==> src/rtl/sprite_pkg.sv <==
// Shared payload types and colour constants for the sprite compositor.
package sprite_pkg;

    localparam int unsigned SPR_COORD_W = 10;
    localparam int unsigned SPR_COLOR_W = 8;

    typedef struct packed {
        logic [SPR_COLOR_W-1:0] r;
        logic [SPR_COLOR_W-1:0] g;
        logic [SPR_COLOR_W-1:0] b;
    } rgb_t;

    typedef struct packed {
        logic [SPR_COORD_W-1:0] x;
        logic [SPR_COORD_W-1:0] y;
        logic [SPR_COORD_W-1:0] size;
        rgb_t                   rgb;
        logic                   en;
        logic                   flash;
    } sprite_attr_t;

    localparam rgb_t MAP_RGB  = rgb_t'(24'h47B7AE);
    localparam rgb_t TEXT_RGB = rgb_t'(24'hFFFFFF);
    localparam rgb_t BLACK    = rgb_t'(24'h000000);

endpackage

==> src/rtl/sprite_hit_pipe.sv <==
// Per-sprite circle test: stage 1 registers signed offsets, stage 2 registers
// the hit bit and the colour (flash substitution already applied).
module sprite_hit_pipe
    import sprite_pkg::*;
#(
    parameter rgb_t FLASH_RGB = rgb_t'(24'hFFFFFF)
) (
    input  logic                   Clk,
    input  logic                   Reset_n,
    input  logic [SPR_COORD_W-1:0] draw_x,
    input  logic [SPR_COORD_W-1:0] draw_y,
    input  sprite_attr_t           attr,
    input  logic                   flash_phase,
    output logic                   hit,
    output rgb_t                   rgb
);

    localparam int unsigned D_W    = SPR_COORD_W + 1;
    localparam int unsigned SQ_W   = 2 * SPR_COORD_W + 2;
    localparam int unsigned DIST_W = 2 * SPR_COORD_W + 1;

    logic signed [D_W-1:0]  dx_q;
    logic signed [D_W-1:0]  dy_q;
    logic [SPR_COORD_W-1:0] size_q;
    logic                   live_q;
    rgb_t                   rgb1_q;

    logic signed [SQ_W-1:0] dx_sq_c;
    logic signed [SQ_W-1:0] dy_sq_c;
    logic [DIST_W-1:0]      dist2_c;
    logic [DIST_W-1:0]      size2_c;

    // Stage 1: offsets are signed so sprites hanging off the left/top edge still work.
    always_ff @(posedge Clk or negedge Reset_n) begin
        if (!Reset_n) begin
            dx_q   <= '0;
            dy_q   <= '0;
            size_q <= '0;
            live_q <= 1'b0;
            rgb1_q <= '0;
        end else begin
            dx_q   <= $signed({1'b0, draw_x}) - $signed({1'b0, attr.x});
            dy_q   <= $signed({1'b0, draw_y}) - $signed({1'b0, attr.y});
            size_q <= attr.size;
            live_q <= attr.en && (attr.size != '0);
            rgb1_q <= (attr.flash && flash_phase) ? FLASH_RGB : attr.rgb;
        end
    end

    always_comb begin
        dx_sq_c = SQ_W'(dx_q) * SQ_W'(dx_q);
        dy_sq_c = SQ_W'(dy_q) * SQ_W'(dy_q);
        dist2_c = DIST_W'(dx_sq_c) + DIST_W'(dy_sq_c);
        size2_c = DIST_W'(size_q) * DIST_W'(size_q);
    end

    // Stage 2: the circle edge (dist2 == size2) is inside.
    always_ff @(posedge Clk or negedge Reset_n) begin
        if (!Reset_n) begin
            hit <= 1'b0;
            rgb <= '0;
        end else begin
            hit <= live_q && (dist2_c <= size2_c);
            rgb <= rgb1_q;
        end
    end

endmodule

==> src/rtl/sprite_compositor.sv <==
// Pipelined pixel compositor: circular sprites over text, maze and background,
// fixed 3-cycle latency, sprite attributes shadowed at frame start.
module sprite_compositor
    import sprite_pkg::rgb_t;
    import sprite_pkg::sprite_attr_t;
#(
    parameter int unsigned         NUM_SPRITES = 5,
    parameter int unsigned         COORD_W     = sprite_pkg::SPR_COORD_W,
    parameter int unsigned         COLOR_W     = sprite_pkg::SPR_COLOR_W,
    parameter int unsigned         PLAYFIELD_W = 405,
    parameter int unsigned         FLASH_LOG2  = 4,
    parameter logic [3*COLOR_W-1:0] TEXT_RGB   = sprite_pkg::TEXT_RGB,
    parameter logic [3*COLOR_W-1:0] MAP_RGB    = sprite_pkg::MAP_RGB,
    parameter logic [3*COLOR_W-1:0] FLASH_RGB  = 24'hFFFFFF
) (
    input  logic                               Clk,
    input  logic                               Reset_n,
    input  logic                               frame_start,
    input  logic                               pix_valid,
    input  logic [COORD_W-1:0]                 DrawX,
    input  logic [COORD_W-1:0]                 DrawY,
    input  logic                               blank,
    input  logic                               text_on,
    input  logic                               map_on,
    input  logic [NUM_SPRITES*COORD_W-1:0]     spr_x,
    input  logic [NUM_SPRITES*COORD_W-1:0]     spr_y,
    input  logic [NUM_SPRITES*COORD_W-1:0]     spr_size,
    input  logic [NUM_SPRITES*3*COLOR_W-1:0]   spr_rgb,
    input  logic [NUM_SPRITES-1:0]             spr_en,
    input  logic [NUM_SPRITES-1:0]             spr_flash,
    output logic                               rgb_valid,
    output logic [COLOR_W-1:0]                 Red,
    output logic [COLOR_W-1:0]                 Green,
    output logic [COLOR_W-1:0]                 Blue,
    output logic [$clog2(NUM_SPRITES+1)-1:0]   hit_id
);

    localparam int unsigned RGB_W = 3 * COLOR_W;
    localparam int unsigned ID_W  = $clog2(NUM_SPRITES + 1);

    sprite_attr_t            attr_in_c [NUM_SPRITES];
    sprite_attr_t            shadow_q  [NUM_SPRITES];
    logic [FLASH_LOG2-1:0]   frame_cnt_q;

    logic                    valid1_q, vis1_q, text1_q, map1_q;
    logic                    valid2_q, vis2_q, text2_q, map2_q;

    logic [NUM_SPRITES-1:0]  hit_s2;
    rgb_t                    spr_rgb_s2 [NUM_SPRITES];

    logic                    win_any_c;
    logic [ID_W-1:0]         win_id_c;
    rgb_t                    win_rgb_c;
    rgb_t                    pix_rgb_c;
    logic [ID_W-1:0]         pix_id_c;

    always_comb begin
        for (int i = 0; i < NUM_SPRITES; i++) begin
            attr_in_c[i].x     = spr_x[i*COORD_W +: COORD_W];
            attr_in_c[i].y     = spr_y[i*COORD_W +: COORD_W];
            attr_in_c[i].size  = spr_size[i*COORD_W +: COORD_W];
            attr_in_c[i].rgb   = rgb_t'(spr_rgb[i*RGB_W +: RGB_W]);
            attr_in_c[i].en    = spr_en[i];
            attr_in_c[i].flash = spr_flash[i];
        end
    end

    // Shadow attributes only move at frame start, so a frame never tears.
    always_ff @(posedge Clk or negedge Reset_n) begin
        if (!Reset_n) begin
            for (int i = 0; i < NUM_SPRITES; i++) shadow_q[i] <= '0;
            frame_cnt_q <= '0;
        end else if (frame_start) begin
            for (int i = 0; i < NUM_SPRITES; i++) shadow_q[i] <= attr_in_c[i];
            frame_cnt_q <= frame_cnt_q + FLASH_LOG2'(1);
        end
    end

    for (genvar i = 0; i < NUM_SPRITES; i++) begin : g_spr
        sprite_hit_pipe #(
            .FLASH_RGB (rgb_t'(FLASH_RGB))
        ) u_hit_pipe (
            .Clk         (Clk),
            .Reset_n     (Reset_n),
            .draw_x      (DrawX),
            .draw_y      (DrawY),
            .attr        (shadow_q[i]),
            .flash_phase (frame_cnt_q[FLASH_LOG2-1]),
            .hit         (hit_s2[i]),
            .rgb         (spr_rgb_s2[i])
        );
    end

    // Pixel side-band carried alongside the per-sprite distance pipes.
    always_ff @(posedge Clk or negedge Reset_n) begin
        if (!Reset_n) begin
            valid1_q <= 1'b0;
            vis1_q   <= 1'b0;
            text1_q  <= 1'b0;
            map1_q   <= 1'b0;
            valid2_q <= 1'b0;
            vis2_q   <= 1'b0;
            text2_q  <= 1'b0;
            map2_q   <= 1'b0;
        end else begin
            valid1_q <= pix_valid;
            vis1_q   <= blank && (DrawX < COORD_W'(PLAYFIELD_W));
            text1_q  <= text_on;
            map1_q   <= map_on;
            valid2_q <= valid1_q;
            vis2_q   <= vis1_q;
            text2_q  <= text1_q;
            map2_q   <= map1_q;
        end
    end

    // Lowest-index hit wins; then text, then maze, then black.
    always_comb begin
        win_any_c = 1'b0;
        win_id_c  = ID_W'(NUM_SPRITES);
        win_rgb_c = sprite_pkg::BLACK;
        for (int i = NUM_SPRITES - 1; i >= 0; i--) begin
            if (hit_s2[i]) begin
                win_any_c = 1'b1;
                win_id_c  = ID_W'(i);
                win_rgb_c = spr_rgb_s2[i];
            end
        end
        pix_rgb_c = sprite_pkg::BLACK;
        pix_id_c  = ID_W'(NUM_SPRITES);
        if (vis2_q) begin
            if (win_any_c) begin
                pix_rgb_c = win_rgb_c;
                pix_id_c  = win_id_c;
            end else if (text2_q) begin
                pix_rgb_c = rgb_t'(TEXT_RGB);
            end else if (map2_q) begin
                pix_rgb_c = rgb_t'(MAP_RGB);
            end
        end
    end

    always_ff @(posedge Clk or negedge Reset_n) begin
        if (!Reset_n) begin
            rgb_valid <= 1'b0;
            Red       <= '0;
            Green     <= '0;
            Blue      <= '0;
            hit_id    <= '0;
        end else begin
            rgb_valid <= valid2_q;
            Red       <= pix_rgb_c.r;
            Green     <= pix_rgb_c.g;
            Blue      <= pix_rgb_c.b;
            hit_id    <= pix_id_c;
        end
    end

endmodule

==> config.mk <==
export PLATFORM = sky130hd
export DESIGN_NAME = sprite_compositor
export DESIGN_NICKNAME = d
export VERILOG_FILES = /design/src/rtl/sprite_pkg.sv /design/src/rtl/sprite_hit_pipe.sv /design/src/rtl/sprite_compositor.sv
export SDC_FILE = /design/constraint.sdc
export NUM_CORES = 2
export LEC_CHECK = 0
export CAP_MARGIN = 10
export CORE_AREA = 2 2 425 427
export DETAILED_ROUTE_END_ITERATION = 8
export DIE_AREA = 0 0 427 429
export HOLD_SLACK_MARGIN = 0.1
export PLACE_DENSITY = 0.77
export SLEW_MARGIN = 30
export SYNTH_ARGS = -nofsm -noshare
export SYNTH_HDL_FRONTEND = slang
export SYNTH_SLANG_ARGS = --single-unit
==> constraint.sdc <==
create_clock -name Clk -period 7.3 [get_ports Clk]
set_input_delay 2.19 -clock Clk [delete_from_list [all_inputs] [get_ports Clk]]
set_output_delay 2.19 -clock Clk [all_outputs]
set_load 0.01 [all_outputs]
== After elaboration in Yosys (flattened, before gate mapping) ==
Cells that the tools add are included.
Widths: inputs -> output; s select.
Operators by class
  add/sub/neg operators: 16
  order comparisons: 6
  mux-type cells: 26
  reduce and logical (&&, ||, !) cells: 21
  multipliers: 15
Operators with widths (number)
  $mux 24: 13
  $mul 11x11->21: 10
  $sub 10x10->11: 10
  $add 21x21->21: 5
  $le 21x20->1: 5
  $mul 10x10->20: 5
  $reduce_bool 10->1: 5
  $mux 23: 1
  $mux 3: 6
  $logic_and 1x1->1: 16
  $lt 10x9->1 const B: 1
  $mux 1: 6
  $add 4x1->4 const B: 1
Storage, ports and cells
  input port bits: 307
  logic and storage cells: 193
  bits in registers: 730
  output and inout bits: 28

== Depth between registers and ports, before layout ==
  depth in word-level cells: 7
  mapped depth: 34
  gate-level depth less buffers: 33

== Hierarchy ==
A second synthesis with hierarchy kept.
Unflattened totals
  cell total of the unflattened synthesis: 8172
  area, all modules: 84422.2 µm²
Modules (own cells, without submodules)
  sprite_hit_pipe at g_spr[2].u_hit_pipe: instances 1, cells an instance 1465, area an instance 14380.0 µm², sequential area each 2052.0 µm²
  sprite_hit_pipe at g_spr[1].u_hit_pipe: instances 1, cells an instance 1470, area an instance 14371.3 µm², sequential area each 2052.0 µm²
  sprite_hit_pipe at g_spr[4].u_hit_pipe: instances 1, cells an instance 1461, area an instance 14338.8 µm², sequential area each 2052.0 µm²
  sprite_hit_pipe at g_spr[0].u_hit_pipe: instances 1, cells an instance 1461, area an instance 14313.7 µm², sequential area each 2052.0 µm²
  sprite_hit_pipe at g_spr[3].u_hit_pipe: instances 1, cells an instance 1463, area an instance 14297.5 µm², sequential area each 2052.0 µm²
  sprite_compositor: instances 1, cells an instance 852, area an instance 12721.0 µm², sequential area each 8007.7 µm²

== Least setup slack after synthesis ==
OpenSTA, ideal clock, no wires.
  path type: reg2reg
  start: register g_spr[2].u_hit_pipe.dx_q[2]
  end: register g_spr[2].u_hit_pipe.hit
  library setup time: 0.087 ns
  cell stages (with the launch flop): 32
  data arrival time: 7.310 ns
  data required time: 7.213 ns
  period minus slack after synthesis: 7.397 ns
  path slack: -0.097 ns
  path buffers: 1
  cell sequence: dfrtp_1 -> clkbuf_1 -> and2_1 -> inv_1 -> fa_1 -> inv_1 -> fa_1 -> inv_1 -> fa_1 -> inv_1 -> fa_1 -> fa_1 -> fa_1 -> inv_1 -> fa_1 -> inv_1 -> ha_1 -> or2_1 -> a21oi_1 -> a21oi_2 -> a2111oi_2 -> nor2_1 -> a21oi_1 -> o21ai_1 -> xor2_1 -> ha_1 -> a21o_1 -> a21o_1 -> a2111oi_0 -> o21ai_0 -> o211a_2 -> a211oi_2
Between the ends
  longest elaborated chain between the ends: 4
Ends and longest elaborated chain
  from (decl): line sprite_hit_pipe.sv:22  | logic signed [D_W-1:0] dx_q;
  from (signal assigned): line sprite_hit_pipe.sv:42  | dx_q <= $signed({1'b0, draw_x}) - $signed({1'b0, attr.x});
  $mul 11x11->21: line sprite_hit_pipe.sv:51  | dx_sq_c = SQ_W'(dx_q) * SQ_W'(dx_q);
  $add 21x21->21: line sprite_hit_pipe.sv:53  | dist2_c = DIST_W'(dx_sq_c) + DIST_W'(dy_sq_c);
  $le 21x20->1: line sprite_hit_pipe.sv:63  | hit <= live_q && (dist2_c <= size2_c);
  $logic_and 1x1->1: line sprite_hit_pipe.sv:63
  to (signal assigned): line sprite_hit_pipe.sv:63
  to (decl): line sprite_hit_pipe.sv:14  | output logic hit,
No other way between the ends.
A chain may end at the register's enable or synchronous reset.

== Final worst setup path ==
  start: register g_spr[3].u_hit_pipe.dx_q[1]
  end: register g_spr[3].u_hit_pipe.hit
Between the ends
  longest elaborated chain between the ends: 4
Ends and longest elaborated chain (line)
  from (decl): sprite_hit_pipe.sv:22
  from (signal assigned): sprite_hit_pipe.sv:42
  $mul 11x11->21: sprite_hit_pipe.sv:51
  $add 21x21->21: sprite_hit_pipe.sv:53
  $le 21x20->1: sprite_hit_pipe.sv:63
  $logic_and 1x1->1: sprite_hit_pipe.sv:63
  to (signal assigned): sprite_hit_pipe.sv:63
  to (decl): sprite_hit_pipe.sv:14
No other way between the ends.

==> reports/qor.csv <==
stage,metric,value,unit
placement,DP Cell Count,11020,
worst_hold_path,Hold Path Depth,0,
global_routing,GRT Total Usage,22.3,%
timing,setup ws final,-0.115,ns
yosys,sequential area share after synthesis,21.9,%
cells_and_area,Final Non-Filler Cells,11246,
yosys,Synth Net Count,10713,
cells_and_area,synthesis-to-layout area growth,14.9,%
critical_path,Critical Path Start Type,flop,
yosys,Yosys warning count,0,
yosys,cell count after synthesis,8205,
clock_tree,Clock Sinks,730,
outcome,failing checks,negative setup slack,
yosys,synth unique cells,71,
route,post-route antenna net violation count,0,
yosys,Synth Area per Inst,10.2,um2
cells_and_area,Final #Nets,11324,
route,DR pass1 iterations,6,
floorplan,top-level I/O count,335,
route,WL final,199000,um
timing,Setup Viol. Count Final,1,
timing,Clock Skews,0.0565,ns
clock_tree,Clock Tree Buf Depth,3,
clock_tree,"CTS clk-pin slew, worst paths",0.07,ns
critical_path,r2r worst-path depth,25,
yosys,Post-Syn Area,83500,um2
cells_and_area,fillers,15052,
critical_path,R2R Setup Slk,-0.12,ns
timing,count of final hold-check violations,0,
timing,Rel. slew slack,32.7,%
floorplan,Initial Util,46.9,%
worst_hold_path,worst hold-check path type,reg -> reg,
global_routing,vias in the first global route,62684,
outcome,status,"complete, but fails checks",
timing,final max-slew violation count,0,
global_routing,global route overflow,0,
route,vias per cell,5.05,
critical_path,FF-to-FF End,g_spr[3].u_hit_pipe.hit,
critical_path,CP Capture Type,flop,
timing,"Period Utilization, post-route",102,%
timing,f_max,135,MHz
placement,global placement routability congestion,0.918,
global_routing,initial antenna violation count,19,
global_routing,largest net degree at the start of global routing,166,
placement,Port Buffers,334,
yosys,Main synth FF type,dfrtp_1,
cells_and_area,Final Util,53.9,%
placement,DP HPWL,164000,um
clock_tree,Max H-tree Level,3,
clock_tree,TritonCTS Buffers,82,
cells_and_area,layout cells sized above 1,11.3,%
critical_path,Setup Crit Path Kind,reg -> reg,
critical_path,Worst Path Required,7.95,ns
floorplan,die height,429,um
timing,Slew @ Worst Pin,1.01,ns
timing,unrepaired setup endpoints after global routing,yes,
clock_tree,CTS tree,done,
route,DRC,0,
worst_hold_path,sink of the worst hold path,g_spr[0].u_hit_pipe.rgb[20],
job,max_cap viols,0,
yosys,"FFs w/ async S/R, synth",100,%
global_routing,first-pass GRT wire length,324000,um
critical_path,FF-to-FF Start,g_spr[3].u_hit_pipe.dx_q[1],
timing,minimum clock period,7.42,ns
clock_tree,CTS root buffer,clkbuf_16,
route,DR vias,56768,
floorplan,die area,183000,um2
critical_path,critical path arrival,8.07,ns
route,1st-iter DRT viols,3054,
worst_hold_path,hold path start,g_spr[0].u_hit_pipe.rgb1_q[20],
yosys,Yosys reg bits,730,
route,DR WL/cell,17.7,um
yosys,Post-synth EDFFs,0,
floorplan,chip width,427,um
critical_path,Critical Path Fanout Max,3,
clock_tree,worst skew pair latency,0.71,ns
floorplan,Cell Rows,155,
floorplan,core area,178000,um2
cell type report:
| type | count | area (um2) | area share [%] |
|---|---|---|---|
| Clock inverter | 39 | 504 | 0.526 |
| Inverter | 1975 | 7410 | 7.73 |
| Clock buffer | 108 | 2300 | 2.40 |
| Sequential cell | 730 | 18300 | 19.1 |
| Timing Repair Buffer | 762 | 6790 | 7.08 |
| Multi-Input combinational cell | 5265 | 57600 | 60.1 |
| Tap cell | 2355 | 2950 | 3.07 |
| Antenna cell | 12 | 30.0 | 0.0313 |
metal layers:
metal	vias up	GRT usage (%)	part of all wire, %
li1	26101	-	-
met4	14	10.8	5.7
met5	-	0	0.045
met2	1249	39.0	51
met1	28980	27.2	39
met3	424	2.75	4.4
worst max-delay path by stage:
stage	cells after the start	to	from	slack, ns
6_report	25	g_spr[3].u_hit_pipe.hit	g_spr[3].u_hit_pipe.dx_q[1]	-0.12
5_1_grt	27	g_spr[3].u_hit_pipe.hit	g_spr[3].u_hit_pipe.dx_q[4]	-0.32
4_1_cts	31	g_spr[4].u_hit_pipe.hit	g_spr[4].u_hit_pipe.dx_q[2]	-0.005
3_5_place_dp	26	g_spr[3].u_hit_pipe.hit	g_spr[3].u_hit_pipe.dx_q[5]	-0.35
3_3_place_gp	29	g_spr[2].u_hit_pipe.hit	g_spr[2].u_hit_pipe.dx_q[2]	-0.06
2_1_floorplan	26	g_spr[3].u_hit_pipe.hit	g_spr[3].u_hit_pipe.dy_q[10]	0.008
cells by family after synthesis:
family	after synthesis	synth area share [%]
AOI/OAI and AO/OA	734	5.56
xor gates and xnor gates	384	4.03
adders and majority gates	2201	45.3
buffers and inverters	2210	9.94
DFF	730	21.9
muxes	223	2.97
and+or+nand+nor	1723	10.3
flip-flops by register name, summed over array words and instances (netlist names), 3 cells and up:
| name | cells |
|---|---|
| shadow_q | 280 |
| g_spr.u_hit_pipe.rgb1_q | 120 |
| g_spr.u_hit_pipe.rgb | 120 |
| g_spr.u_hit_pipe.dx_q | 55 |
| g_spr.u_hit_pipe.dy_q | 55 |
| g_spr.u_hit_pipe.size_q | 50 |
| Blue | 8 |
| Green | 8 |
| Red | 8 |
| g_spr.u_hit_pipe.hit | 5 |
| g_spr.u_hit_pipe.live_q | 5 |
| frame_cnt_q | 4 |
| hit_id | 3 |
metrics by stage:
step                      hold slack [ns]  setup TNS [ns]  cell area (um2)  setup WS, ns
after global routing                0.331           -1.27            95900        -0.322
after floorplan                     0.331               0            83500       0.00764
after CTS                           0.316        -0.00734            94900      -0.00451
after global placement              0.332         -0.0825            91700       -0.0649
final                               0.322          -0.115            95900        -0.115
after detailed placement            0.335          -0.724            91700        -0.350
layout by cell type (no fill, tap or decap), drive strengths merged, types with 23 or more instances in the layout:
master,n
nor3,44
buf,429
a21o,108
ha,833
clkbuf,109
dfrtp,730
xnor2,253
fa,1368
o21ai,216
mux2i,27
a21boi,32
nand2b,182
or2,25
and3,23
inv,1984
xor2,131
clkdlybuf4s50,332
nor2,223
o21bai,25
a22oi,23
mux2,196
nand2,595
and2,357
a21oi,190
nor2b,140
nand3,66
cells in the mapped netlist (6+ instances only):
cell / number / area share (%)
and2_1: 357 / 2.7
o21ai_1: 63 / 0.38
a211oi_1: 9 / 0.081
o21a_1: 17 / 0.15
dfrtp_1: 730 / 22
clkbuf_1: 227 / 1.0
ha_1: 833 / 12
nand2b_1: 182 / 1.4
nor2b_1: 140 / 1.0
mux2i_1: 27 / 0.32
o21ai_0: 152 / 0.91
nand4_1: 19 / 0.14
or2_2: 19 / 0.14
a21boi_1: 19 / 0.17
o21bai_1: 25 / 0.22
nand3b_1: 10 / 0.090
mux2_2: 196 / 2.6
nand3_1: 66 / 0.40
or2_1: 6 / 0.045
a31oi_1: 18 / 0.13
a21boi_0: 13 / 0.12
a22oi_1: 23 / 0.21
xnor2_1: 253 / 2.7
xor2_1: 131 / 1.4
or3_1: 13 / 0.097
o31ai_1: 17 / 0.15
a221oi_1: 9 / 0.094
a21o_1: 108 / 0.97
nor2_1: 223 / 1.0
o2111ai_1: 10 / 0.10
a21oi_1: 189 / 1.1
fa_1: 1368 / 33
and3_1: 23 / 0.17
nand2_1: 595 / 2.7
nor3_1: 44 / 0.26
nor4_1: 15 / 0.11
inv_1: 1974 / 8.9
buf_1: 7 / 0.031
a2111oi_0: 9 / 0.094
worst max-delay path, cell delays in order (launching register included):
cell       delay, ns
dfrtp_2         0.42
buf_4           0.13
nand2_1         0.08
fa_1            0.54
buf_4           0.16
fa_1            0.52
inv_1           0.05
fa_1            0.48
fa_1            0.57
fa_1            0.43
fa_1            0.51
fa_1            0.42
ha_1            0.21
or3_4           0.39
o211ai_1        0.26
a31oi_1         0.16
a21o_1          0.19
a21oi_2         0.14
xnor2_1         0.14
ha_1            0.27
a21o_1          0.18
a21o_1          0.21
nor2_1          0.10
o211ai_1        0.13
a2111oi_2       0.46
o311a_1         0.20
what timing repair did:
item | 4_1_cts | 5_1_grt
pin swaps | 43 | 133
gates resized for setup | 77 | 159
hold buffers | 0 | 0
endpoints found under the setup margin | 4 | 5
buffers inserted | 18 | 47
Power is left out: the tool's default activity adds up to more than one toggle a clock period on the data nets, which glitch-free logic cannot reach.
